==> src/rtl/ctrl_pkg.sv <==
// Shared definitions for the multi-cycle MIPS control unit:
// opcodes, FSM states, datapath select encodings, strobe bundle.
package ctrl_pkg;

  localparam logic [5:0] OP_R    = 6'b000000;
  localparam logic [5:0] OP_LW   = 6'b100011;
  localparam logic [5:0] OP_SW   = 6'b101011;
  localparam logic [5:0] OP_BEQ  = 6'b000100;
  localparam logic [5:0] OP_BNE  = 6'b000101;
  localparam logic [5:0] OP_ADDI = 6'b001000;
  localparam logic [5:0] OP_XORI = 6'b001110;
  localparam logic [5:0] OP_J    = 6'b000010;

  typedef enum logic [3:0] {
    FETCH, DECODE, MEMADR, MEMRD, MEMWB, MEMWR, EXEC,
    RWB, BRANCH, IMMEXEC, IMMWB, JUMP, ILLEGAL, HALT
  } state_t;

  typedef enum logic [1:0] {
    ALU_ADD, ALU_SUB, ALU_FUNCT, ALU_XOR
  } alu_op_t;

  typedef enum logic [1:0] {
    SRCB_B, SRCB_4, SRCB_IMM, SRCB_IMM4
  } srcb_t;

  typedef enum logic [1:0] {
    PC_ALU, PC_ALUOUT, PC_JUMP, PC_RSVD
  } pcsrc_t;

  typedef struct packed {
    logic       PCWrite;
    logic       PCWriteCond;
    logic       BranchNe;
    logic       IorD;
    logic       MemRead;
    logic       MemWrite;
    logic       MemtoReg;
    logic       IRWrite;
    logic       ALUSrcA;
    logic       RegWrite;
    logic       RegDst;
    logic       SignZero;
    logic [1:0] ALUSrcB;
    logic [1:0] ALUOp;
    logic [1:0] PCSource;
    logic       illegal;
  } ctrl_t;

endpackage

==> src/rtl/multicycle_control_if.sv <==
// Control-unit <-> datapath bundle: opcode and memory
// handshake in, strobes/selects and status out.
interface multicycle_control_if;
  logic [5:0] Opcode;
  logic       mem_ready;
  logic       PCWrite;
  logic       PCWriteCond;
  logic       BranchNe;
  logic       IorD;
  logic       MemRead;
  logic       MemWrite;
  logic       MemtoReg;
  logic       IRWrite;
  logic       ALUSrcA;
  logic       RegWrite;
  logic       RegDst;
  logic       SignZero;
  logic [1:0] ALUSrcB;
  logic [1:0] ALUOp;
  logic [1:0] PCSource;
  logic       illegal;
  logic       fault;
  logic [3:0] state;

  modport master (
    input  Opcode, mem_ready,
    output PCWrite, PCWriteCond, BranchNe, IorD,
    output MemRead, MemWrite, MemtoReg, IRWrite,
    output ALUSrcA, RegWrite, RegDst, SignZero,
    output ALUSrcB, ALUOp, PCSource,
    output illegal, fault, state
  );

  modport slave (
    output Opcode, mem_ready,
    input  PCWrite, PCWriteCond, BranchNe, IorD,
    input  MemRead, MemWrite, MemtoReg, IRWrite,
    input  ALUSrcA, RegWrite, RegDst, SignZero,
    input  ALUSrcB, ALUOp, PCSource,
    input  illegal, fault, state
  );
endinterface

==> src/rtl/ctrl_output_decode.sv <==
// Combinational state -> datapath strobe map. Moore except
// FETCH's IRWrite/PCWrite, which follow mem_ready.
module ctrl_output_decode
  import ctrl_pkg::*;
(
  input  state_t state,
  input  logic   lat_bne,
  input  logic   lat_xori,
  input  logic   mem_ready,
  input  logic   reset_n,
  output ctrl_t  ctrl
);

  // Per-state strobes, all forced low while in reset.
  always_comb begin
    ctrl = '0;
    unique case (state)
      FETCH: begin
        ctrl.MemRead = 1'b1;
        ctrl.ALUSrcB = SRCB_4;
        ctrl.IRWrite = mem_ready;
        ctrl.PCWrite = mem_ready;
      end
      DECODE:
        ctrl.ALUSrcB = SRCB_IMM4;
      MEMADR: begin
        ctrl.ALUSrcA = 1'b1;
        ctrl.ALUSrcB = SRCB_IMM;
      end
      MEMRD: begin
        ctrl.MemRead = 1'b1;
        ctrl.IorD    = 1'b1;
      end
      MEMWB: begin
        ctrl.RegWrite = 1'b1;
        ctrl.MemtoReg = 1'b1;
      end
      MEMWR: begin
        ctrl.MemWrite = 1'b1;
        ctrl.IorD     = 1'b1;
      end
      EXEC: begin
        ctrl.ALUSrcA = 1'b1;
        ctrl.ALUOp   = ALU_FUNCT;
      end
      RWB: begin
        ctrl.RegWrite = 1'b1;
        ctrl.RegDst   = 1'b1;
      end
      BRANCH: begin
        ctrl.ALUSrcA     = 1'b1;
        ctrl.ALUOp       = ALU_SUB;
        ctrl.PCWriteCond = 1'b1;
        ctrl.PCSource    = PC_ALUOUT;
        ctrl.BranchNe    = lat_bne;
      end
      IMMEXEC: begin
        ctrl.ALUSrcA  = 1'b1;
        ctrl.ALUSrcB  = SRCB_IMM;
        ctrl.ALUOp    = lat_xori ? ALU_XOR : ALU_ADD;
        ctrl.SignZero = lat_xori;
      end
      IMMWB: begin
        ctrl.RegWrite = 1'b1;
        ctrl.ALUOp    = lat_xori ? ALU_XOR : ALU_ADD;
        ctrl.SignZero = lat_xori;
      end
      JUMP: begin
        ctrl.PCWrite  = 1'b1;
        ctrl.PCSource = PC_JUMP;
      end
      ILLEGAL:
        ctrl.illegal = 1'b1;
      default: ;
    endcase
    if (!reset_n) ctrl = '0;
  end

endmodule

==> src/rtl/multicycle_control.sv <==
// Multi-cycle MIPS control FSM: state register, memory wait
// watchdog, sticky fault and opcode-bit latches.
module multicycle_control
  import ctrl_pkg::*;
#(
  parameter  int TIMEOUT_CYCLES = 16,
  localparam int CNT_W = $clog2(TIMEOUT_CYCLES + 1)
) (
  input logic               clk,
  input logic               reset_n,
  multicycle_control_if.master bus
);

  state_t     state_q;
  state_t     state_d;
  logic [CNT_W-1:0] cnt_q;
  logic       fault_q;
  logic       lat_sw;
  logic       lat_bne;
  logic       lat_xori;
  logic       mem_wait;
  ctrl_t      ctrl;

  assign mem_wait = (state_q == FETCH || state_q == MEMRD ||
                     state_q == MEMWR) && !bus.mem_ready;

  // Next-state selection, with watchdog override.
  always_comb begin
    state_d = state_q;
    unique case (state_q)
      FETCH:   if (bus.mem_ready) state_d = DECODE;
      DECODE: begin
        unique case (bus.Opcode)
          OP_LW, OP_SW:     state_d = MEMADR;
          OP_R:             state_d = EXEC;
          OP_BEQ, OP_BNE:   state_d = BRANCH;
          OP_ADDI, OP_XORI: state_d = IMMEXEC;
          OP_J:             state_d = JUMP;
          default:          state_d = ILLEGAL;
        endcase
      end
      MEMADR:  state_d = lat_sw ? MEMWR : MEMRD;
      MEMRD:   if (bus.mem_ready) state_d = MEMWB;
      MEMWB:   state_d = FETCH;
      MEMWR:   if (bus.mem_ready) state_d = FETCH;
      EXEC:    state_d = RWB;
      RWB:     state_d = FETCH;
      BRANCH:  state_d = FETCH;
      IMMEXEC: state_d = IMMWB;
      IMMWB:   state_d = FETCH;
      JUMP:    state_d = FETCH;
      ILLEGAL: state_d = FETCH;
      default: state_d = HALT;
    endcase
    if (mem_wait && cnt_q == CNT_W'(TIMEOUT_CYCLES - 1))
      state_d = HALT;
  end

  // State, wait counter, sticky fault, decode-time latches.
  always_ff @(posedge clk or negedge reset_n) begin
    if (!reset_n) begin
      state_q  <= FETCH;
      cnt_q    <= '0;
      fault_q  <= 1'b0;
      lat_sw   <= 1'b0;
      lat_bne  <= 1'b0;
      lat_xori <= 1'b0;
    end else begin
      state_q <= state_d;
      if (state_d != state_q) cnt_q <= '0;
      else if (mem_wait)      cnt_q <= cnt_q + CNT_W'(1);
      if (state_d == HALT) fault_q <= 1'b1;
      if (state_q == DECODE) begin
        lat_sw   <= bus.Opcode == OP_SW;
        lat_bne  <= bus.Opcode == OP_BNE;
        lat_xori <= bus.Opcode == OP_XORI;
      end
    end
  end

  ctrl_output_decode u_dec (
    .state     (state_q),
    .lat_bne   (lat_bne),
    .lat_xori  (lat_xori),
    .mem_ready (bus.mem_ready),
    .reset_n   (reset_n),
    .ctrl      (ctrl)
  );

  assign bus.PCWrite     = ctrl.PCWrite;
  assign bus.PCWriteCond = ctrl.PCWriteCond;
  assign bus.BranchNe    = ctrl.BranchNe;
  assign bus.IorD        = ctrl.IorD;
  assign bus.MemRead     = ctrl.MemRead;
  assign bus.MemWrite    = ctrl.MemWrite;
  assign bus.MemtoReg    = ctrl.MemtoReg;
  assign bus.IRWrite     = ctrl.IRWrite;
  assign bus.ALUSrcA     = ctrl.ALUSrcA;
  assign bus.RegWrite    = ctrl.RegWrite;
  assign bus.RegDst      = ctrl.RegDst;
  assign bus.SignZero    = ctrl.SignZero;
  assign bus.ALUSrcB     = ctrl.ALUSrcB;
  assign bus.ALUOp       = ctrl.ALUOp;
  assign bus.PCSource    = ctrl.PCSource;
  assign bus.illegal     = ctrl.illegal;
  assign bus.fault       = fault_q & reset_n;
  assign bus.state       = state_q;

endmodule

==> src/flat_wrapper.sv <==
// flat-port wrapper written by rule: the top's interface ports become plain ports
module multicycle_control_flat import ctrl_pkg::*;
#(
  parameter  int TIMEOUT_CYCLES = 16,
  localparam int CNT_W = $clog2(TIMEOUT_CYCLES + 1)
)
  (clk, reset_n, bus_Opcode, bus_mem_ready, bus_PCWrite, bus_PCWriteCond, bus_BranchNe, bus_IorD, bus_MemRead, bus_MemWrite, bus_MemtoReg, bus_IRWrite, bus_ALUSrcA, bus_RegWrite, bus_RegDst, bus_SignZero, bus_ALUSrcB, bus_ALUOp, bus_PCSource, bus_illegal, bus_fault, bus_state);
  multicycle_control_if bus_i ();
  input logic clk;
  input logic reset_n;
  input wire logic [$bits(bus_i.Opcode)-1:0] bus_Opcode;
  input wire logic [$bits(bus_i.mem_ready)-1:0] bus_mem_ready;
  output wire logic [$bits(bus_i.PCWrite)-1:0] bus_PCWrite;
  output wire logic [$bits(bus_i.PCWriteCond)-1:0] bus_PCWriteCond;
  output wire logic [$bits(bus_i.BranchNe)-1:0] bus_BranchNe;
  output wire logic [$bits(bus_i.IorD)-1:0] bus_IorD;
  output wire logic [$bits(bus_i.MemRead)-1:0] bus_MemRead;
  output wire logic [$bits(bus_i.MemWrite)-1:0] bus_MemWrite;
  output wire logic [$bits(bus_i.MemtoReg)-1:0] bus_MemtoReg;
  output wire logic [$bits(bus_i.IRWrite)-1:0] bus_IRWrite;
  output wire logic [$bits(bus_i.ALUSrcA)-1:0] bus_ALUSrcA;
  output wire logic [$bits(bus_i.RegWrite)-1:0] bus_RegWrite;
  output wire logic [$bits(bus_i.RegDst)-1:0] bus_RegDst;
  output wire logic [$bits(bus_i.SignZero)-1:0] bus_SignZero;
  output wire logic [$bits(bus_i.ALUSrcB)-1:0] bus_ALUSrcB;
  output wire logic [$bits(bus_i.ALUOp)-1:0] bus_ALUOp;
  output wire logic [$bits(bus_i.PCSource)-1:0] bus_PCSource;
  output wire logic [$bits(bus_i.illegal)-1:0] bus_illegal;
  output wire logic [$bits(bus_i.fault)-1:0] bus_fault;
  output wire logic [$bits(bus_i.state)-1:0] bus_state;
  assign bus_i.Opcode = bus_Opcode;
  assign bus_i.mem_ready = bus_mem_ready;
  assign bus_PCWrite = bus_i.PCWrite;
  assign bus_PCWriteCond = bus_i.PCWriteCond;
  assign bus_BranchNe = bus_i.BranchNe;
  assign bus_IorD = bus_i.IorD;
  assign bus_MemRead = bus_i.MemRead;
  assign bus_MemWrite = bus_i.MemWrite;
  assign bus_MemtoReg = bus_i.MemtoReg;
  assign bus_IRWrite = bus_i.IRWrite;
  assign bus_ALUSrcA = bus_i.ALUSrcA;
  assign bus_RegWrite = bus_i.RegWrite;
  assign bus_RegDst = bus_i.RegDst;
  assign bus_SignZero = bus_i.SignZero;
  assign bus_ALUSrcB = bus_i.ALUSrcB;
  assign bus_ALUOp = bus_i.ALUOp;
  assign bus_PCSource = bus_i.PCSource;
  assign bus_illegal = bus_i.illegal;
  assign bus_fault = bus_i.fault;
  assign bus_state = bus_i.state;
  multicycle_control #(.TIMEOUT_CYCLES(TIMEOUT_CYCLES)) u_core (.clk(clk), .reset_n(reset_n), .bus(bus_i));
endmodule
==> config.mk <==
export PLATFORM = sky130hd
export DESIGN_NAME = multicycle_control_flat
export DESIGN_NICKNAME = d
export VERILOG_FILES = /design/src/rtl/ctrl_pkg.sv /design/src/rtl/multicycle_control_if.sv /design/src/rtl/ctrl_output_decode.sv /design/src/rtl/multicycle_control.sv /design/src/flat_wrapper.sv
export SDC_FILE = /design/constraint.sdc
export NUM_CORES = 1
export LEC_CHECK = 0
export ABC_AREA = 1
export CAP_MARGIN = 20
export CORE_ASPECT_RATIO = 1.1
export CORE_MARGIN = 3
export CORE_UTILIZATION = 52
export CTS_BUF_LIST = sky130_fd_sc_hd__clkbuf_8
export CTS_CLUSTER_SIZE = 14
export DETAILED_ROUTE_END_ITERATION = 10
export PLACE_DENSITY = 0.95
export SYNTH_ARGS = -nofsm -noshare
export SYNTH_HDL_FRONTEND = slang
export SYNTH_SLANG_ARGS = --single-unit
export TNS_END_PERCENT = 100
==> constraint.sdc <==
create_clock -name clk -period 4.68 [get_ports clk]
set_input_delay 1.404 -clock clk [delete_from_list [all_inputs] [get_ports clk]]
set_output_delay 1.404 -clock clk [all_outputs]
set_load 0.02 [all_outputs]
# Word-level counts from Yosys, hierarchy flattened
# Cells that the tools add are included.
[totals] input_bits=9 wordCells=74 regBits=13
[classes] bitwise_logic=1 n_reduce_logical=18 muxes=26 n_addsub=1 n_eq_ne=22
[op_table] operator="$pmux W4 S8" n=1
[op_table] operator="$eq A4 B4 Y1 const B" n=6
[op_table] operator="$pmux W4 S5" n=1
[op_table] operator="$mux W19" n=1
[op_table] operator="$eq A4 B3 Y1 const B" n=4
[op_table] operator="$mux W4" n=4
[op_table] operator="$reduce_or A2 Y1" n=7
[op_table] operator="$eq A6 B3 Y1 const B" n=2
[op_table] operator="$eq A6 B4 Y1 const B" n=2
[op_table] operator="$eq A6 B6 Y1 const B" n=2
[op_table] operator="$pmux W2 S3" n=2
[op_table] operator="$mux W1" n=10
[op_table] operator="$mux W5" n=2
[op_table] operator="$eq A4 B2 Y1 const B" n=2
[op_table] operator="$eq A6 B2 Y1 const B" n=1
[op_table] operator="$logic_not A6 Y1" n=1
[op_table] operator="$reduce_or A6 Y1" n=1
[op_table] operator="$add A5 B1 Y5 const B" n=1
[op_table] operator="$eq A5 B4 Y1 const B" n=1
[op_table] operator="$eq A4 B1 Y1 const B" n=1
[op_table] operator="$logic_not A4 Y1" n=1
[op_table] operator="$mux W2" n=2
[op_table] operator="$ne A4 B4 Y1" n=1
[op_table] operator="$pmux W2 S2" n=1
[op_table] operator="9 further kinds" n=11

# Depth between registers and ports, before layout
# Gate-level depths: netlist of the first run.
[depth] depth_word=8 depth_mapped=12 ltp_nobuf=12

# By module
# From an unflattened synthesis of the first run, not the netlist that was laid out.
[hier_totals] hier_cells=195 area_unflattened_um2=1242.4
[by_module_without_submodules] mod="multicycle_control" cells_each=141 seq_area_each_um2=325.3 n_inst=1 area_per_inst_um2=985.9
[by_module_without_submodules] mod="ctrl_output_decode" cells_each=54 seq_area_each_um2=0.0 n_inst=1 area_per_inst_um2=256.5

# Worst setup path before layout of the first run
# No wires, ideal clock.
[synth_path] path_type="input to output" start="input reset_n" end="output bus_ALUOp[0]" slack_ns=1.154 path_buffers=1 stages=3 arrival_time_ns=2.122 required_time_ns=3.276 path_cell_list="inv_1 -> clkbuf_1 -> o21ai_0"
[synth_between] elab_chain_cells=1
[synth_lines] element="start, declared" line_no="flat_wrapper.sv:10" text="input logic reset_n;"
[synth_lines] element="$mux W19" line_no="ctrl_output_decode.sv:76" text="if (!reset_n) ctrl = '0;"
[synth_lines] element="end, declared" line_no="flat_wrapper.sv:26" text="output wire logic [$bits(bus_i.ALUOp)-1:0] bus_ALUOp;"
# No other way between the ends.

# Worst setup path in the final report of the first run
[layout_path] start="input reset_n" end="output bus_MemtoReg"
[layout_between] elab_chain_cells=1
[layout_lines] element="$mux W19" line_no="ctrl_output_decode.sv:76"
[layout_lines] element="end, declared" line_no="flat_wrapper.sv:19" text="output wire logic [$bits(bus_i.MemtoReg)-1:0] bus_MemtoReg;"
# No other way between the ends.

==> results of run 1 <==
[cell usage in the layout, fill, tap and decap left out, types with 3 or more instances in the layout]
master / n
nand2_1: 36
nand2_2: 7
nand3_1: 21
inv_1: 26
nor3_1: 8
a21oi_1: 6
o21ai_0: 7
clkdlybuf4s50_1: 32
clkbuf_8: 3
nand4_1: 3
nor2_2: 5
dfrtp_1: 13
nor2_1: 20
[kinds of logic (layout without fill, tap and decap cells)]
family,Yosys count,after routing,share of synthesized area
AOI/OAI and AO/OA,17,17,0.0845
adders and majority gates,2,2,0.0225
xor gates and xnor gates,3,3,0.0237
buffers and inverters,28,64,0.0980
and+or+nand+nor,108,108,0.479
DFF,13,13,0.293
[routing by layer]
metal,global-route usage,vias to the layer above,share of wire
met5,0,-,0
met4,0.0829,0,0.017
met3,0.0272,7,0.064
met2,0.491,60,0.51
met1,0.280,572,0.41
li1,-,632,-
[through the flow]
step	setup slack, ns	instances	power [W]	hold WS (ns)	utilization
CTS	0.148	234	0.000234	0.472	0.796
global placement	0.193	230	0.000135	0.458	0.772
global route	0.0693	234	0.000243	0.505	0.796
detailed placement	0.157	230	0.000136	0.458	0.772
finish	0.135	234	0.000233	0.472	0.796
floorplan	1.15	171	0.000122	0.440	-
[flip-flops by register name, indices dropped and copies added (netlist names)]
register,cells
u_core.bus.state,4
u_core.lat_bne,1
u_core.fault_q,1
u_core.lat_xori,1
u_core.cnt_q,5
u_core.lat_sw,1
[worst min-delay path by stage]
| stage | end | start | cells past startpoint | slack (ns) |
|---|---|---|---|---|
| final | u_core.fault_q | u_core.fault_q | 1 | 0.47 |
| after global routing | u_core.lat_bne | u_core.lat_bne | 2 | 0.51 |
| after CTS | u_core.fault_q | u_core.fault_q | 1 | 0.47 |
| after detailed placement | u_core.fault_q | u_core.fault_q | 1 | 0.46 |
| after global placement | u_core.fault_q | u_core.fault_q | 1 | 0.46 |
| after floorplan | u_core.fault_q | u_core.fault_q | 1 | 0.44 |
[power breakdown]
part,total (W),internal [W],switching [W]
clock,0.0000993,0.0000580,0.0000413
combinational,0.0000216,0.00000956,0.0000120
sequential,0.000112,0.000112,0
[area by class of cell]
| cell class | instances | share of cell area |
|---|---|---|
| Multi-Input combinational cell | 130 | 0.447 |
| Timing Repair Buffer | 34 | 0.221 |
| Sequential cell | 13 | 0.215 |
| Inverter | 26 | 0.0645 |
| Clock buffer | 3 | 0.0273 |
| Tap cell | 27 | 0.0223 |
| Clock inverter | 1 | 0.00248 |
==> results.txt, run 1 <==
Status: completed
Peak supply drop: 194 uV
Leak: 0.733 nW
Core ar.: 1900 um^2
Htree depth: 1
Pwr dens: 154 nW/um^2
Starting DRT DRC Count: 31
WP data arrival: 3.14 ns
Vias in the first global route: 1154
Ys Warns: 0
Post-synthesis cell count: 171
R2r startpoint: u_core.bus.state[0]
Most used cell along the critical path: clkdlybuf4s50_1
Sequential share of the synthesized area: 0.293
Crit path launch: reset_n
Critical path's top delay family: buffers and inverters
Antenna violations before repair: 0
Reg area: 325 um^2
Number of max-cap violations: 0
R2r setup slk: 2.77 ns
Total Routing Usage GR: 0.249
Slowest CP cell: clkdlybuf4s50_1
First-pass GRT wire length: 5200 um
Critical path class: in2out
Share of layout cells above drive strength 1: 0.111
Synth top area share: 0.293
N_diodes: 0
TritonCTS clock tree: done
Post-CTS Setup Bufs: 0
Nature of the critical path endpoint: output port
Worst Tran Pin Value: 0.381 ns
Largest cells by area after synthesis: dfrtp_1, nand2_1, nand3_1
Syn_area_per_cell: 6.50 um^2
Setup violations, final: 0
Unrepaired setup endpoints after global routing: no
Net Count, Synth: 182
Synth Register Bits: 13
Die X: 50.1 um
Post-CTS Hold Buffers: 0
Setup TNS: 0 ns
Post-synth EDFFs: 0
Post-synth top flop: dfrtp_1
Hold WC Path Type: reg2reg
Fin area: 1510 um^2
Ys async rst share: 1.00
Post-route DRC violation count: 0
Worst setup SP type: primary input
Chip height: 54.5 um
Placed Instance Area: 1470 um^2
Reg-to-Reg End: u_core.cnt_q[2]
Tcrit/Tclk final: 0.971
Count leader, synth: nand2_1
Slew HR: 0.745
CTS Buf Count: 3
Highest clock rate: 0.220 GHz
Clock Skews: 0.00387 ns
Worst path buffer plus inverter count: 2
Top cells by count, synth: nand2_1, inv_1, nand3_1
Vias/cell: 5.43
Routed WL: 3080 um
Nets: 219
P&R area growth vs syn: 36.3%
DRT Pass-1 Iters: 4
Largest area contributor in the synthesized netlist: dfrtp_1
Netlist Area Pre-Place: 1110 um^2
Worst-path clk slew: 0.05 ns
Die area: 2730 um^2
Largest net degree at the start of global routing: 12
R2R cell count: 10
DRT antenna net count: 0
Remaining global-route overflow: 0
Starting density of the core: 0.584
Multi-input gate area: 677 um^2
Worst path depth: 4
Fillers: 135
GP Congestion: 0.897
Count of pins over their slew limit: 0
IO Pins: 33
Critical Path RT: 3.28 ns
Yosys cell types: 28
Clock latency on the worst-skew pair: 0.24 ns
Crit path max fanout: 6
Buffers on Ports: 32
Worst-case clock buffer depth: 2
Cell Chain, Critical Path: clkdlybuf4s50_1 -> nand3_1 -> nor3_1 -> clkdlybuf4s50_1
Post_cts resized: 0
Cell Rows: 16
Final hold violations: 0
Final critical-path required period: 4.54 ns
Worst Setup EP: bus_MemtoReg
CTS sink count: 13
Slowest stage delay, CP: 0.67 ns
Total number of vias: 1271
Wirelength per Cell: 13.1 um
DP Wirelength: 2570 um
Root Buffer: clkbuf_8
Note: power is estimated with default switching activity, not from simulation.
==> inputs of run 2 (changes only) <==
Settings changed: CORE_MARGIN 3 to 8.
==> results.txt, run 2 (same netlist as run 1, synthesis figures left out) <==
Setup violations, final: 0 (unchanged)
Post_cts resized: 0 (unchanged)
Register share of total power: 0.484 (+0.002)
Routed wl met3: 173 um (-12%)
Final critical-path required period: 4.56 ns (+0.0136 ns)
Wirelength per Cell: 14.4 um (+9.2%)
Chip height: 64.5 um (+18%)
Unrepaired setup endpoints after global routing: no
Post-CTS Setup Bufs: 0 (unchanged)
Highest Signal Layer: met4
Routed WL: 3380 um (+9.7%)
R2r setup slk: 2.78 ns (about the same)
Clock share of power: 0.422 (-0.004)
DRT Pass-1 Iters: 4 (unchanged)
Combinational power share: 0.094 (about the same)
Root Buffer: clkbuf_8
Critical Path RT: 3.28 ns (about the same)
Highest clock rate: 0.219 GHz (-0.30%)
Number of max-cap violations: 0 (unchanged)
Clock Skews: 0.0114 ns (+0.00750 ns)
Core ar.: 2020 um^2 (+6.3%)
DP Wirelength: 2760 um (+7.7%)
Total number of vias: 1266 (-0.39%)
Vias in the first global route: 1249 (+8.2%)
Critical path class: in2out
Leak: 0.733 nW (unchanged)
Reg-to-Reg End: u_core.cnt_q[1]
Nets: 219 (unchanged)
Crit path max fanout: 11 (+5)
DRT antenna net count: 0 (unchanged)
R2R cell count: 10 (unchanged)
Hold wc startpoint: u_core.lat_bne
Vias/cell: 5.39 (-0.82%)
Max reg flops: 5 (unchanged)
Met2 Routed Length: 1710 um (+9.6%)
Sw Share: 0.226 (-0.00237)
Internal: 0.000180 W (about the same)
Tcrit/Tclk final: 0.974 (+0.00291)
Multi-input gate area: 677 um^2 (unchanged)
P&R area growth vs syn: 36.4% (about the same)
First-pass GRT wire length: 5640 um (+8.6%)
Worst-case clock buffer depth: 2 (unchanged)
Cell Rows: 17 (+1)
Peak supply drop: 242 uV (+25%)
Switching Power: 0.0000526 W (-1.4%)
Hold path cells: 2 (+1)
N_diodes: 0 (unchanged)
Final hold violations: 0 (unchanged)
Setup TNS: 0 ns (unchanged)
Pre-CTS setup slack: 0.112 ns (-0.0447 ns)
Pwr dens: 153 nW/um^2 (-0.44%)
Hold path endpoint: u_core.lat_bne
WP data arrival: 3.15 ns (about the same)
Worst setup SP type: primary input
Die area: 3870 um^2 (+42%)
Post-route DRC violation count: 0 (unchanged)
Worst Tran Pin Value: 0.327 ns (-0.0544 ns)
Status: completed
GP Congestion: 0.876 (-2.4%)
M1 WL: 1380 um (+9.0%)
Slew HR: 0.782 (+0.0372)
Most frequent cells in the layout: nand2_1, clkdlybuf4s50_1, inv_1
Final instance count without filler cells: 235 (+0.43%)
TritonCTS clock tree: done
CTS Buf Count: 3 (unchanged)
Total Routing Usage GR: 0.186 (-0.0638)
Buffers on Ports: 32 (unchanged)
Share of layout cells above drive strength 1: 0.111 (unchanged)
Reg area: 325 um^2 (unchanged)
Starting DRT DRC Count: 54 (+74%)
Fin util: 0.750 (-0.0462)
Remaining global-route overflow: 0 (unchanged)
IO Pins: 33 (unchanged)
CTS sink count: 13 (unchanged)
Fillers: 166 (+23%)
Worst-path clk slew: 0.06 ns (about the same)
Starting density of the core: 0.550 (-0.0344)
R2r startpoint: u_core.cnt_q[0]
Most common cell after layout, fill and taps aside: nand2_1
Hold WC Path Type: reg2reg
Largest net degree at the start of global routing: 12 (unchanged)
Post-CTS Hold Buffers: 0 (unchanged)
Nature of the critical path endpoint: output port
Die X: 60.1 um (+20%)
Antenna violations before repair: 0 (unchanged)
Htree depth: 1 (unchanged)
Setup ws final: 0.122 ns (-0.0136 ns)
Pwr Total: 0.000233 W (-0.36%)
Count of pins over their slew limit: 0 (unchanged)
Register bank with the most flops: u_core.cnt_q
Clock latency on the worst-skew pair: 0.25 ns (about the same)
Cell count after placement: 231 (+0.43%)
[run 2: metrics by stage]
step	instance area [um^2]	hold slack, ns
final	1520	0.495
after detailed placement	1470	0.479
after global placement	1470	0.458
after floorplan	1110	0.440
after CTS	1520	0.498
after global routing	1520	0.542
[run 2: how the worst max path moves through the flow]
stage | slack [ns] | cells after the start | to | start
2_1_floorplan | 1.15 | 3 | bus_ALUOp[0] | reset_n
3_3_place_gp | 0.17 | 4 | bus_RegDst | reset_n
3_5_place_dp | 0.11 | 4 | bus_RegDst | reset_n
4_1_cts | 0.11 | 4 | bus_RegDst | reset_n
5_1_grt | 0.003 | 4 | bus_RegDst | reset_n
6_report | 0.12 | 4 | bus_RegDst | reset_n
[run 2: metal layers]
metal | track usage | up-vias
met2 | 0.323 | 50
met3 | 0.0256 | 10
met4 | 0.113 | 0
met5 | 0 | -
met1 | 0.205 | 575
li1 | - | 631
[run 2: worst max-delay path: stages]
cell             delay [ns]
clkdlybuf4s50_1        0.61
inv_1                  0.21
nor4_1                 0.27
clkdlybuf4s50_1        0.65
[run 2: final cells by class]
class                   count  area share
well taps                  28      0.0231
repair buffers             34       0.221
flip-flops and latches     13       0.215
multi-input cells         130       0.447
inverters                  26      0.0644
clock buffers               3      0.0273
clock inverters             1     0.00248
[run 2: power by group through the flow]
stage | sequential, W | combinational (W) | clock [W]
floorplan | 0.000114 | 0.00000739 | 0
global placement | 0.000114 | 0.0000205 | 0
detailed placement | 0.000114 | 0.0000216 | 0
CTS | 0.000113 | 0.0000217 | 0.0000996
global route | 0.000112 | 0.0000239 | 0.000106
finish | 0.000113 | 0.0000219 | 0.0000982
==> inputs of run 3 (changes only) <==
Settings changed: SKIP_CTS_REPAIR_TIMING set to 1.
==> results of run 3 <==
Same layout as run 2: the final DEF is identical, and so are final timing and power.
